[src/rtl/clk_div_pkg.sv]
// clk_div_pkg: shared constants and channel state type for the divider bank
package clk_div_pkg;
   localparam int CNT_W_DEF = 22;
   typedef enum logic [1:0] {IDLE, LOW, HIGH} chan_state_t;
endpackage

[src/rtl/clk_div_chan.sv]
// clk_div_chan: one divide-by-2M channel with shadowed divisor and edge strobes
module clk_div_chan
   import clk_div_pkg::*;
#(
   parameter int CNT_W = CNT_W_DEF
) (
   input  logic             clk,
   input  logic             rst,
   input  logic             en,
   input  logic             sync,
   input  logic [CNT_W-1:0] maxcount,
   input  logic             load,
   output logic             sclk,
   output logic             rise,
   output logic             fall,
   output logic             busy
);
   chan_state_t state, state_n;
   logic [CNT_W-1:0] shadow, active, count, active_n, count_n;
   logic rise_n, fall_n, wrap;
   assign wrap = count == active - CNT_W'(1);
   assign sclk = state == HIGH;
   assign busy = state != IDLE;
   always_comb begin
      state_n  = state;
      active_n = active;
      count_n  = count;
      rise_n   = 1'b0;
      fall_n   = 1'b0;
      if (sync && state != IDLE) begin
         count_n  = '0;
         fall_n   = state == HIGH;
         state_n  = shadow == '0 ? IDLE : LOW;
         active_n = shadow;
      end else if (state == IDLE) begin
         if (en && shadow != '0) begin
            state_n  = LOW;
            active_n = shadow;
            count_n  = '0;
         end
      end else if (en) begin
         if (wrap) begin
            count_n = '0;
            if (state == LOW) begin
               state_n = HIGH;
               rise_n  = 1'b1;
            end else begin
               // The period boundary is the only place a new divisor is adopted.
               fall_n   = 1'b1;
               state_n  = shadow == '0 ? IDLE : LOW;
               active_n = shadow;
            end
         end else begin
            count_n = count + CNT_W'(1);
         end
      end
   end
   always_ff @(posedge clk) begin
      if (rst) begin
         state  <= IDLE;
         shadow <= '0;
         active <= '0;
         count  <= '0;
         rise   <= 1'b0;
         fall   <= 1'b0;
      end else begin
         state  <= state_n;
         active <= active_n;
         count  <= count_n;
         rise   <= rise_n;
         fall   <= fall_n;
         if (load) shadow <= maxcount;
      end
   end
endmodule

[src/rtl/clk_div_bank.sv]
// clk_div_bank: NUM_CH independent programmable clock dividers sharing one sync
module clk_div_bank
   import clk_div_pkg::*;
#(
   parameter int NUM_CH = 4,
   parameter int CNT_W  = CNT_W_DEF
) (
   input  logic                    clk,
   input  logic                    rst,
   input  logic [NUM_CH-1:0]       en,
   input  logic                    sync,
   input  logic [NUM_CH*CNT_W-1:0] maxcount,
   input  logic [NUM_CH-1:0]       load,
   output logic [NUM_CH-1:0]       sclk,
   output logic [NUM_CH-1:0]       rise,
   output logic [NUM_CH-1:0]       fall,
   output logic [NUM_CH-1:0]       busy
);
   for (genvar i = 0; i < NUM_CH; i++) begin : g_ch
      clk_div_chan #(.CNT_W(CNT_W)) u_chan (
         .clk      (clk),
         .rst      (rst),
         .en       (en[i]),
         .sync     (sync),
         .maxcount (maxcount[i*CNT_W +: CNT_W]),
         .load     (load[i]),
         .sclk     (sclk[i]),
         .rise     (rise[i]),
         .fall     (fall[i]),
         .busy     (busy[i])
      );
   end
endmodule

[config.mk]
export PLATFORM = sky130hd
export DESIGN_NAME = clk_div_bank
export DESIGN_NICKNAME = d
export VERILOG_FILES = /design/src/rtl/clk_div_pkg.sv /design/src/rtl/clk_div_chan.sv /design/src/rtl/clk_div_bank.sv
export SDC_FILE = /design/constraint.sdc
export NUM_CORES = 1
export LEC_CHECK = 0
export BUFFER_PORTS_ARGS = -buffer_cell sky130_fd_sc_hd__buf_2
export CAP_MARGIN = 20
export CORE_ASPECT_RATIO = 0.6
export CORE_MARGIN = 1.5
export CORE_UTILIZATION = 65
export CTS_CLUSTER_SIZE = 10
export DETAILED_ROUTE_END_ITERATION = 8
export GPL_ROUTABILITY_DRIVEN = 0
export MAX_ROUTING_LAYER = met4
export PLACE_DENSITY = 0.85
export RECOVER_POWER = 100
export SETUP_SLACK_MARGIN = 0.3
export SLEW_MARGIN = 20
export SYNTH_ARGS = -nofsm -noshare
export SYNTH_HDL_FRONTEND = slang
export SYNTH_HIERARCHICAL = 1
export SYNTH_SLANG_ARGS = --single-unit
[constraint.sdc]
create_clock -name clk -period 6.35 [get_ports clk]
set_clock_uncertainty 0.2 [all_clocks]
set_input_delay 0.3175 -clock clk [delete_from_list [all_inputs] [get_ports clk]]
set_output_delay 0.3175 -clock clk [all_outputs]
set_load 0.01 [all_outputs]
# ---- Yosys cells after proc, flatten, opt, wreduce, memory -nomap -nowiden
# Index checks and enable logic that the tools add are counted.
dict set report word_totals {
  output_inout_bits 16
  inputBits 99
  regBits 280
  word_cells 212
}
dict set report op_classes {
  n_reduce_logical 56
  add_sub_neg 8
  eq_ne 24
  bitwise 8
  n_mux 92
}
# op n
set ops {}
lappend ops {{$mux W22} 40}
lappend ops {{$add A22 B1 Y22 const B} 4}
lappend ops {{$eq A22 B22 Y1} 4}
lappend ops {{$logic_not A22 Y1} 4}
lappend ops {{$reduce_bool A22 Y1} 4}
lappend ops {{$sub A22 B1 Y22 const B} 4}
lappend ops {{$mux W2} 24}
lappend ops {{$mux W1} 28}
lappend ops {{$reduce_bool A3 Y1} 8}
lappend ops {{$reduce_or A5 Y1} 4}
lappend ops {{$reduce_and A4 Y1} 4}
lappend ops {{$reduce_bool A2 Y1} 8}
lappend ops {{$ne A3 B1 Y1 const B} 4}
lappend ops {{$ne A3 B2 Y1 const B} 4}
lappend ops {{$reduce_and A3 Y1} 4}
lappend ops {{$eq A2 B1 Y1 const B} 4}
lappend ops {{$eq A2 B2 Y1 const B} 4}
lappend ops {{$logic_and A1 B1 Y1} 8}
lappend ops {{$logic_not A2 Y1} 4}
lappend ops {{$ne A2 B2 Y1 const B} 4}
lappend ops {{$not A1 Y1} 8}
lappend ops {{$reduce_and A2 Y1} 4}
lappend ops {{$reduce_or A2 Y1} 4}

# ---- Depth between registers and ports, before layout
# Gate-level depths: netlist (run 1).
dict set report depth {
  ltp_word 7
  depth_mapped 14
}

# ---- Modules after synthesis
# The synthesis (run 1) kept the hierarchy.
# module instances cells_per_inst area_per_inst_um2
set by_module_without_submodules {}
lappend by_module_without_submodules {clk_div_chan 4 476 4051.4}

# ---- Worst setup path after synthesis (run 1)
# Ideal clock, no wire load.
dict set report synth_path {
  path_kind {register -> register}
  start {register g_ch[0].u_chan.active[0]}
  end {register g_ch[0].u_chan.count[1]}
  path_slack_ns 3.162
  stages_incl_launch_ff 15
  t_required_ns 6.030
  setup_ns 0.120
  arrival_time_ns 2.867
  path_buffers 4
  cell_sequence {dfxtp_1 -> clkbuf_1 -> inv_1 -> ha_1 -> clkbuf_1 -> nor3b_1 -> nand3_1 -> or4_1 -> a22oi_1 -> and4_1 -> a311oi_2 -> buf_2 -> buf_4 -> a22oi_1 -> nor2_1}
}
dict set report synth_via {
  elab_chain_cells 5
}
# element line
set synth_rtl {}
lappend synth_rtl {{from (decl)} clk_div_chan.sv:19} ;# logic [CNT_W-1:0] shadow, active, count, active_n, count_n;
lappend synth_rtl {{from (signal assigned)} clk_div_chan.sv:68} ;# active <= active_n;
lappend synth_rtl {{$sub A22 B1 Y22} clk_div_chan.sv:21} ;# assign wrap = count == active - CNT_W'(1);
lappend synth_rtl {{$eq A22 B22 Y1} clk_div_chan.sv:21}
lappend synth_rtl {{$mux W22} clk_div_chan.sv:42} ;# if (wrap) begin
lappend synth_rtl {{$mux W22} clk_div_chan.sv:41} ;# end else if (en) begin
lappend synth_rtl {{$mux W22} clk_div_chan.sv:35} ;# end else if (state == IDLE) begin
lappend synth_rtl {{to (signal assigned)} clk_div_chan.sv:69} ;# count <= count_n;
lappend synth_rtl {{to (decl)} clk_div_chan.sv:19}
# No other way between the ends. The select of a mux whose other input is x is not followed.
# A chain may end at the register's enable or synchronous reset.

# ---- Worst setup path in the final report (run 1)
dict set report layout_path {
  start {register g_ch[0].u_chan.active[0]}
  end {register g_ch[0].u_chan.active[11]}
}
dict set report layout_via {
  elab_chain_cells 4
}
# element line
set layout_rtl {}
lappend layout_rtl {{$sub A22 B1 Y22} clk_div_chan.sv:21}
lappend layout_rtl {{$eq A22 B22 Y1} clk_div_chan.sv:21}
lappend layout_rtl {{$reduce_bool A3 Y1 (no line)} -}
lappend layout_rtl {{$reduce_and A4 Y1 (no line)} -}
# No other way between the ends.

==> impl_metrics.tcl, run 1 <==
set metrics [dict create \
    status "finished, violations left" \
    violations "capacitance limit, slew limit" \
    crit_arrival_ps 4960 \
    fillers 1757 \
    numPortBuffers 114 \
    cap_violations 8 \
    powerDensity_nw_per_um2 228 \
    viasPerCell 6.39 \
    worstPathRequired_ps 6500 \
    final_common_cell "dfxtp_1" \
    tns_ps 0 \
    fp.dieH_um 125 \
    worst-path-buf-inv 2 \
    grt_use_met2_pct 51.7 \
    cp-end-kind "flip-flop" \
    final-hold-violation-count 0 \
    first_iter_violations 1852 \
    path_depth 11 \
    grt_pass1_vias 14000 \
    r2r_cells 11 \
    grt_util_met3_pct 5.53 \
    numCtsBuffers 31 \
    antenna_left 0 \
    grt_max_degree 127 \
    ir_worst_vdd_v 0.000180 \
    timing.final.crit_share_pct 75.7 \
    final_area_um2 18300 \
    syn_inst 1904 \
    finalNetCount 2147 \
    wire_per_inst_um 18.4 \
    synth_edf_count 0 \
    clockBufferDepth 3 \
    cts_sinks 280 \
    period_needed_ps 4810 \
    grtUsageTotal_pct 34.2 \
    coreArea_um2 24300 \
    syn_area_um2 16200 \
    area_growth_pct 13.1 \
    hp-class "primary input to flip-flop" \
    max_slew_margin_pct -92.4 \
    ys_async_sr_fraction_pct 0 \
    num_io_pins 115 \
    place_area_um2 16700 \
    grtUsageMet1_pct 47.7 \
    std_cell_rows 44 \
    crit_slowest_cell "clkbuf_1" \
    max_stage_delay_ps 1310 \
    finalPower_mw 4.18 \
    ys_seq_area_share_pct 34.6 \
    grt_pass1_wl_um 71100 \
    cts.repair.resized 0 \
    ys_warn_count 6 \
    drive_gt1_share_pct 7.95 \
    dp_hpwl_um 28900 \
    vias 15100 \
    insertion_delay_ps 560 \
    worst_slew_pin_slew_ps 2890 \
    tritoncts "done" \
    initial_core_util_pct 66.6 \
    die_area_um2 25900 \
    synth_nets 2011 \
    drc 0 \
    grt.overflow.total 0 \
    setup_violations 0 \
    critical_path.top_delay_family "buffers and inverters" \
    layout_common_cells "280 x dfxtp_1, 196 x mux2i_1, 188 x nor2_1, 184 x nand2b_1, 120 x nand2_1" \
    antenna_found_initial 1 \
    cp-start-kind "flip-flop" \
    fin_util_pct 75.3 \
    cp_cell_sequence "inv_1 > ha_1 > nor3b_1 > nand3_1 > or2_0 > a41oi_1 > a211oi_1 > a31o_1 > a221oi_1 > clkbuf_1 > mux2i_1" \
    timing.critical_path.fanout_max 22 \
    ys.flop_type "dfxtp_1" \
    syn_avg_cell_area_um2 8.51 \
    r2r_setup_slack_ps 1540 \
    clk_pin_slew_worst_paths_ps 60 \
    r2r_start "g_ch[0].u_chan/active[0]$_SDFFE_PP0P_" \
    timing.rr.end "g_ch[0].u_chan/active[11]$_SDFFE_PP0P_" \
    drv_slew 408 \
    firstDrtPassIters 7 \
    cts_max_level 1 \
    crit_path_end "g_ch[0].u_chan/active[11]$_SDFFE_PP0P_" \
    wirelength_um 43500 \
    top_usage_layer "met2" \
    ctsRootBufferMaster "clkbuf_16" \
    die_w_um 207 \
    grt_setup_unrepaired "false" \
    crit_path_start "g_ch[0].u_chan/active[0]$_SDFFE_PP0P_" \
    p_leak_nw 6.88 \
    fmax_ghz 0.208 \
    synth-seq-cells 280 \
    critPathKind "flip-flop to flip-flop" \
    synth_cell_types 59 \
]
logic make-up (layout without fill, tap and decap cells):
family          count (synthesis)  in the layout  share of synthesized area [%]
buf+inv                       156            290                           4.42
mux                           196            196                           12.1
xor+xnor                      108            108                           5.84
other cells                     0              1                              0
compound gates                280            280                           12.6
simple gates                  876            876                           29.9
fa+ha+maj                       8              8                          0.618
flops                         280            280                           34.6
power by group:
part	total, mW	switching, mW	internal, mW
combinational	0.765	0.420	0.345
clock	1.52	0.668	0.848
sequential	1.90	0.0815	1.82
total	4.18	1.17	3.01
per-stage QoR:
stage / setup WS [ps] / std cells / hold WS, ps
global placement: 2910 / 2239 / 273
floorplan: 3160 / 1904 / 255
detailed placement: 2780 / 2239 / 280
finish: 1540 / 2361 / 34.8
CTS: 2750 / 2360 / 4.83
global route: 1300 / 2361 / 33.2
worst reg2reg max path: stages, from the launching register on:
cell	delay [ps]
dfxtp_1	390
inv_1	90
ha_1	380
nor3b_1	230
nand3_1	290
or2_0	360
a41oi_1	350
a211oi_1	170
a31o_1	280
a221oi_1	260
clkbuf_1	1310
mux2i_1	300
per-layer routing:
layer	routed length, um	share of wire, %
met1	19500	45
met2	19500	45
met3	3640	8.4
met4	929	2.1
met5	0	0
area by class of cell:
| type | count | area, um^2 | area share [%] |
|---|---|---|---|
| clock buffers | 31 | 776 | 4.23 |
| diodes | 1 | 2.50 | 0.0137 |
| multi-input cells | 1468 | 9850 | 53.7 |
| well taps | 322 | 403 | 2.20 |
| flip-flops and latches | 280 | 5610 | 30.6 |
| repair buffers | 219 | 1540 | 8.41 |
| inverters | 40 | 150 | 0.819 |
how the worst min path moves through the flow:
| stage | start | to | slack [ps] | cells after the start |
|---|---|---|---|---|
| 3_5_place_dp | g_ch[0].u_chan/shadow[1]$_SDFFE_PP0P_ | g_ch[0].u_chan/active[1]$_SDFFE_PP0P_ | 280 | 2 |
| 5_1_grt | en[2] | g_ch[2].u_chan/count[2]$_SDFFE_PP0P_ | 30 | 4 |
| 3_3_place_gp | g_ch[1].u_chan/shadow[17]$_SDFFE_PP0P_ | g_ch[1].u_chan/active[17]$_SDFFE_PP0P_ | 270 | 2 |
| 2_1_floorplan | g_ch[0].u_chan/shadow[2]$_SDFFE_PP0P_ | g_ch[0].u_chan/active[2]$_SDFFE_PP0P_ | 260 | 2 |
| 6_report | en[2] | g_ch[2].u_chan/state[0]$_SDFFE_PP0P_ | 30 | 4 |
| 4_1_cts | en[0] | g_ch[0].u_chan/state[0]$_SDFFE_PP0P_ | 5 | 4 |
timing repair:
| action | 4_1_cts | 5_1_grt |
|---|---|---|
| setup buffers | 0 | 0 |
| endpoints found under the hold margin | 90 | 0 |
| hold buffers | 90 | 0 |
cells in the mapped netlist (all sizes together), types with 8 or more instances:
master    n  area [um^2]
a21oi    40          200
a22oi    16          120
a311oi   20          225
a31o      8         70.1
a31oi    76          475
a41oi     8         70.1
and2     16          100
and3     16          100
and4     16          140
buf      44          290
clkbuf   72          275
dfxtp   280         5610
ha        8          100
inv      40          150
mux2i   196         1960
nand2   120          450
nand2b  184         1150
nand3    84          420
nand3b   28          210
nand4    16          100
nand4b    8         70.1
nor2    188          706
nor2b    12         75.1
nor3     52          260
nor3b    12         90.1
nor4     68          510
nor4b    16          140
o211ai   12         90.1
o21ai    36          180
or4      28          210
xnor2    80          701
xor2     28          245
sequential cells by signal, summed over array words and instances, names as in the netlist:
register	count
g_ch.u_chan/count	88
g_ch.u_chan/shadow	88
g_ch.u_chan/state	8
g_ch.u_chan/fall	4
g_ch.u_chan/rise	4
g_ch.u_chan/active	88
Power figures use the tool's default switching activity.
==> run 2: changes to the inputs <==
Settings changed: CORE_UTILIZATION 65 to 61, PLACE_DENSITY 0.85 to 0.8.
Clock period 6.35 ns to 4.9 ns, I/O delays scaled along.
==> impl_metrics.tcl, run 2 (same netlist as run 1, synthesis figures left out) <==
set metrics [dict create \
    hp-class "primary input to flip-flop" \
    finalNetCount 2150 \
    first_iter_violations 1675 \
    cap_violations 4 \
    grt_max_degree 150 \
    viasPerCell 6.26 \
    p_leak_nw 6.90 \
    drc 0 \
    worst-path-buf-inv 2 \
    crit_arrival_ps 4530 \
    layout_common_cells "280 x dfxtp_1, 196 x mux2i_1, 188 x nor2_1, 184 x nand2b_1, 120 x nand2_1" \
    clk_pin_slew_worst_paths_ps 60 \
    final_area_um2 18400 \
    place_area_um2 16800 \
    cts.repair.resized 0 \
    antenna_found_initial 0 \
    fp.dieH_um 129 \
    powerDensity_nw_per_um2 295 \
    hp-start "load[3]" \
    grt_pass1_vias 13800 \
    crit_slowest_cell "clkbuf_2" \
    numPortBuffers 114 \
    setup_ws_ps 648 \
    status "finished, violations left" \
    critPathKind "flip-flop to flip-flop" \
    initial_core_util_pct 63.1 \
    num_io_pins 115 \
    setup_violations 0 \
    finalNonFillerCells 2393 \
    period_needed_ps 4250 \
    cts_max_level 1 \
    grt_pass1_wl_um 69900 \
    dp_hpwl_um 29500 \
    reg.largest.list "g_ch.u_chan/active (88), g_ch.u_chan/count (88), g_ch.u_chan/shadow (88)" \
    tritoncts "done" \
    timing.critical_path.fanout_max 29 \
    fmax_ghz 0.235 \
    die_w_um 213 \
    worstPathRequired_ps 5180 \
    cp-start-kind "flip-flop" \
    grtUsageTotal_pct 31.9 \
    placed_cells 2270 \
    max_stage_delay_ps 540 \
    drv_slew 269 \
    dpl_worst_slack_ps 1050 \
    ctsRootBufferMaster "clkbuf_16" \
    numCtsBuffers 31 \
    final_common_cell "dfxtp_1" \
    wire_per_inst_um 18.0 \
    cp_cell_sequence "inv_1 > ha_1 > nor3b_1 > nand3_1 > or2_0 > a311oi_1 > a21oi_1 > a311oi_2 > clkbuf_2 > nand2_1 > o211ai_1" \
    wirelength_um 43100 \
    violations "capacitance limit, slew limit" \
    ir_worst_vdd_v 0.000265 \
    vias 15000 \
    tns_ps 0 \
    diodes 0 \
    area_growth_pct 13.4 \
    drive_gt1_share_pct 7.94 \
    firstDrtPassIters 5 \
    postCtsSetupRepairBufs 0 \
    worst_slew_pin_slew_ps 2320 \
    antenna_left 0 \
    timing.final.crit_share_pct 86.8 \
    cp-end-kind "flip-flop" \
    std_cell_rows 45 \
    max_slew_margin_pct -54.9 \
    die_area_um2 27600 \
    r2r_start "g_ch[0].u_chan/active[0]$_SDFFE_PP0P_" \
    grt_setup_unrepaired "false" \
    cts_sinks 280 \
    insertion_delay_ps 560 \
    clockBufferDepth 3 \
    crit_path_start "g_ch[0].u_chan/active[0]$_SDFFE_PP0P_" \
    coreArea_um2 25700 \
    final-hold-violation-count 0 \
    critical_path.top_delay_family "simple AND/OR/NAND/NOR gates" \
    grt.overflow.total 0 \
]
[run 2: worst paths after layout]
check,to,slack (ps),cells past startpoint
setup / recovery,g_ch[0].u_chan/count[21]$_SDFFE_PP0P_,650,11
hold / removal,g_ch[3].u_chan/shadow[18]$_SDFFE_PP0P_,110,3
setup reg to reg,g_ch[0].u_chan/count[21]$_SDFFE_PP0P_,650,11
hold reg to reg,g_ch[0].u_chan/active[1]$_SDFFE_PP0P_,280,2
[run 2: where the power goes]
group | internal [mW] | total, mW | switching, mW
clock | 1.10 | 1.97 | 0.874
combinational | 0.441 | 0.983 | 0.543
sequential | 2.36 | 2.46 | 0.104
[run 2: cell type report]
type                            instances  area, um^2
Clock buffer                           31         776
Inverter                               40         150
Fill cell                            2013        7300
Multi-Input combinational cell       1468        9830
Timing Repair Buffer                  222        1570
Sequential cell                       280        5610
Tap cell                              352         440
[run 2: timing repair]
action / CTS / global route
endpoints found under the hold margin: 102 / 0
hold buffers: 92 / 0
setup endpoints to repair: 0 / 0
[run 2: worst register-to-register path, stage by stage (launching register included)]
cell and delay [ps]:
dfxtp_1 380, inv_1 110, ha_1 410, nor3b_1 310
nand3_1 330, or2_0 370, a311oi_1 450, a21oi_1 240
a311oi_2 240, clkbuf_2 540, nand2_1 330, o211ai_1 250
[run 2: metrics by stage]
stage               hold WS [ps]  power (mW)  utilization [%]
finish                       107        5.42             71.6
global route                 118        5.63             71.6
CTS                         11.9        5.42             72.0
detailed placement           277        3.41             65.3
global placement             271        3.37             65.3
floorplan                    192        3.19                -
[run 2: routing by layer]
metal  wire length, um  track usage [%]  up-vias
met2             18800             48.2      633
met4               896             7.66        0
met3              3590             5.16       94
met5                 0                -        -
li1                  -                -     7157
met1             19800             44.6     7089
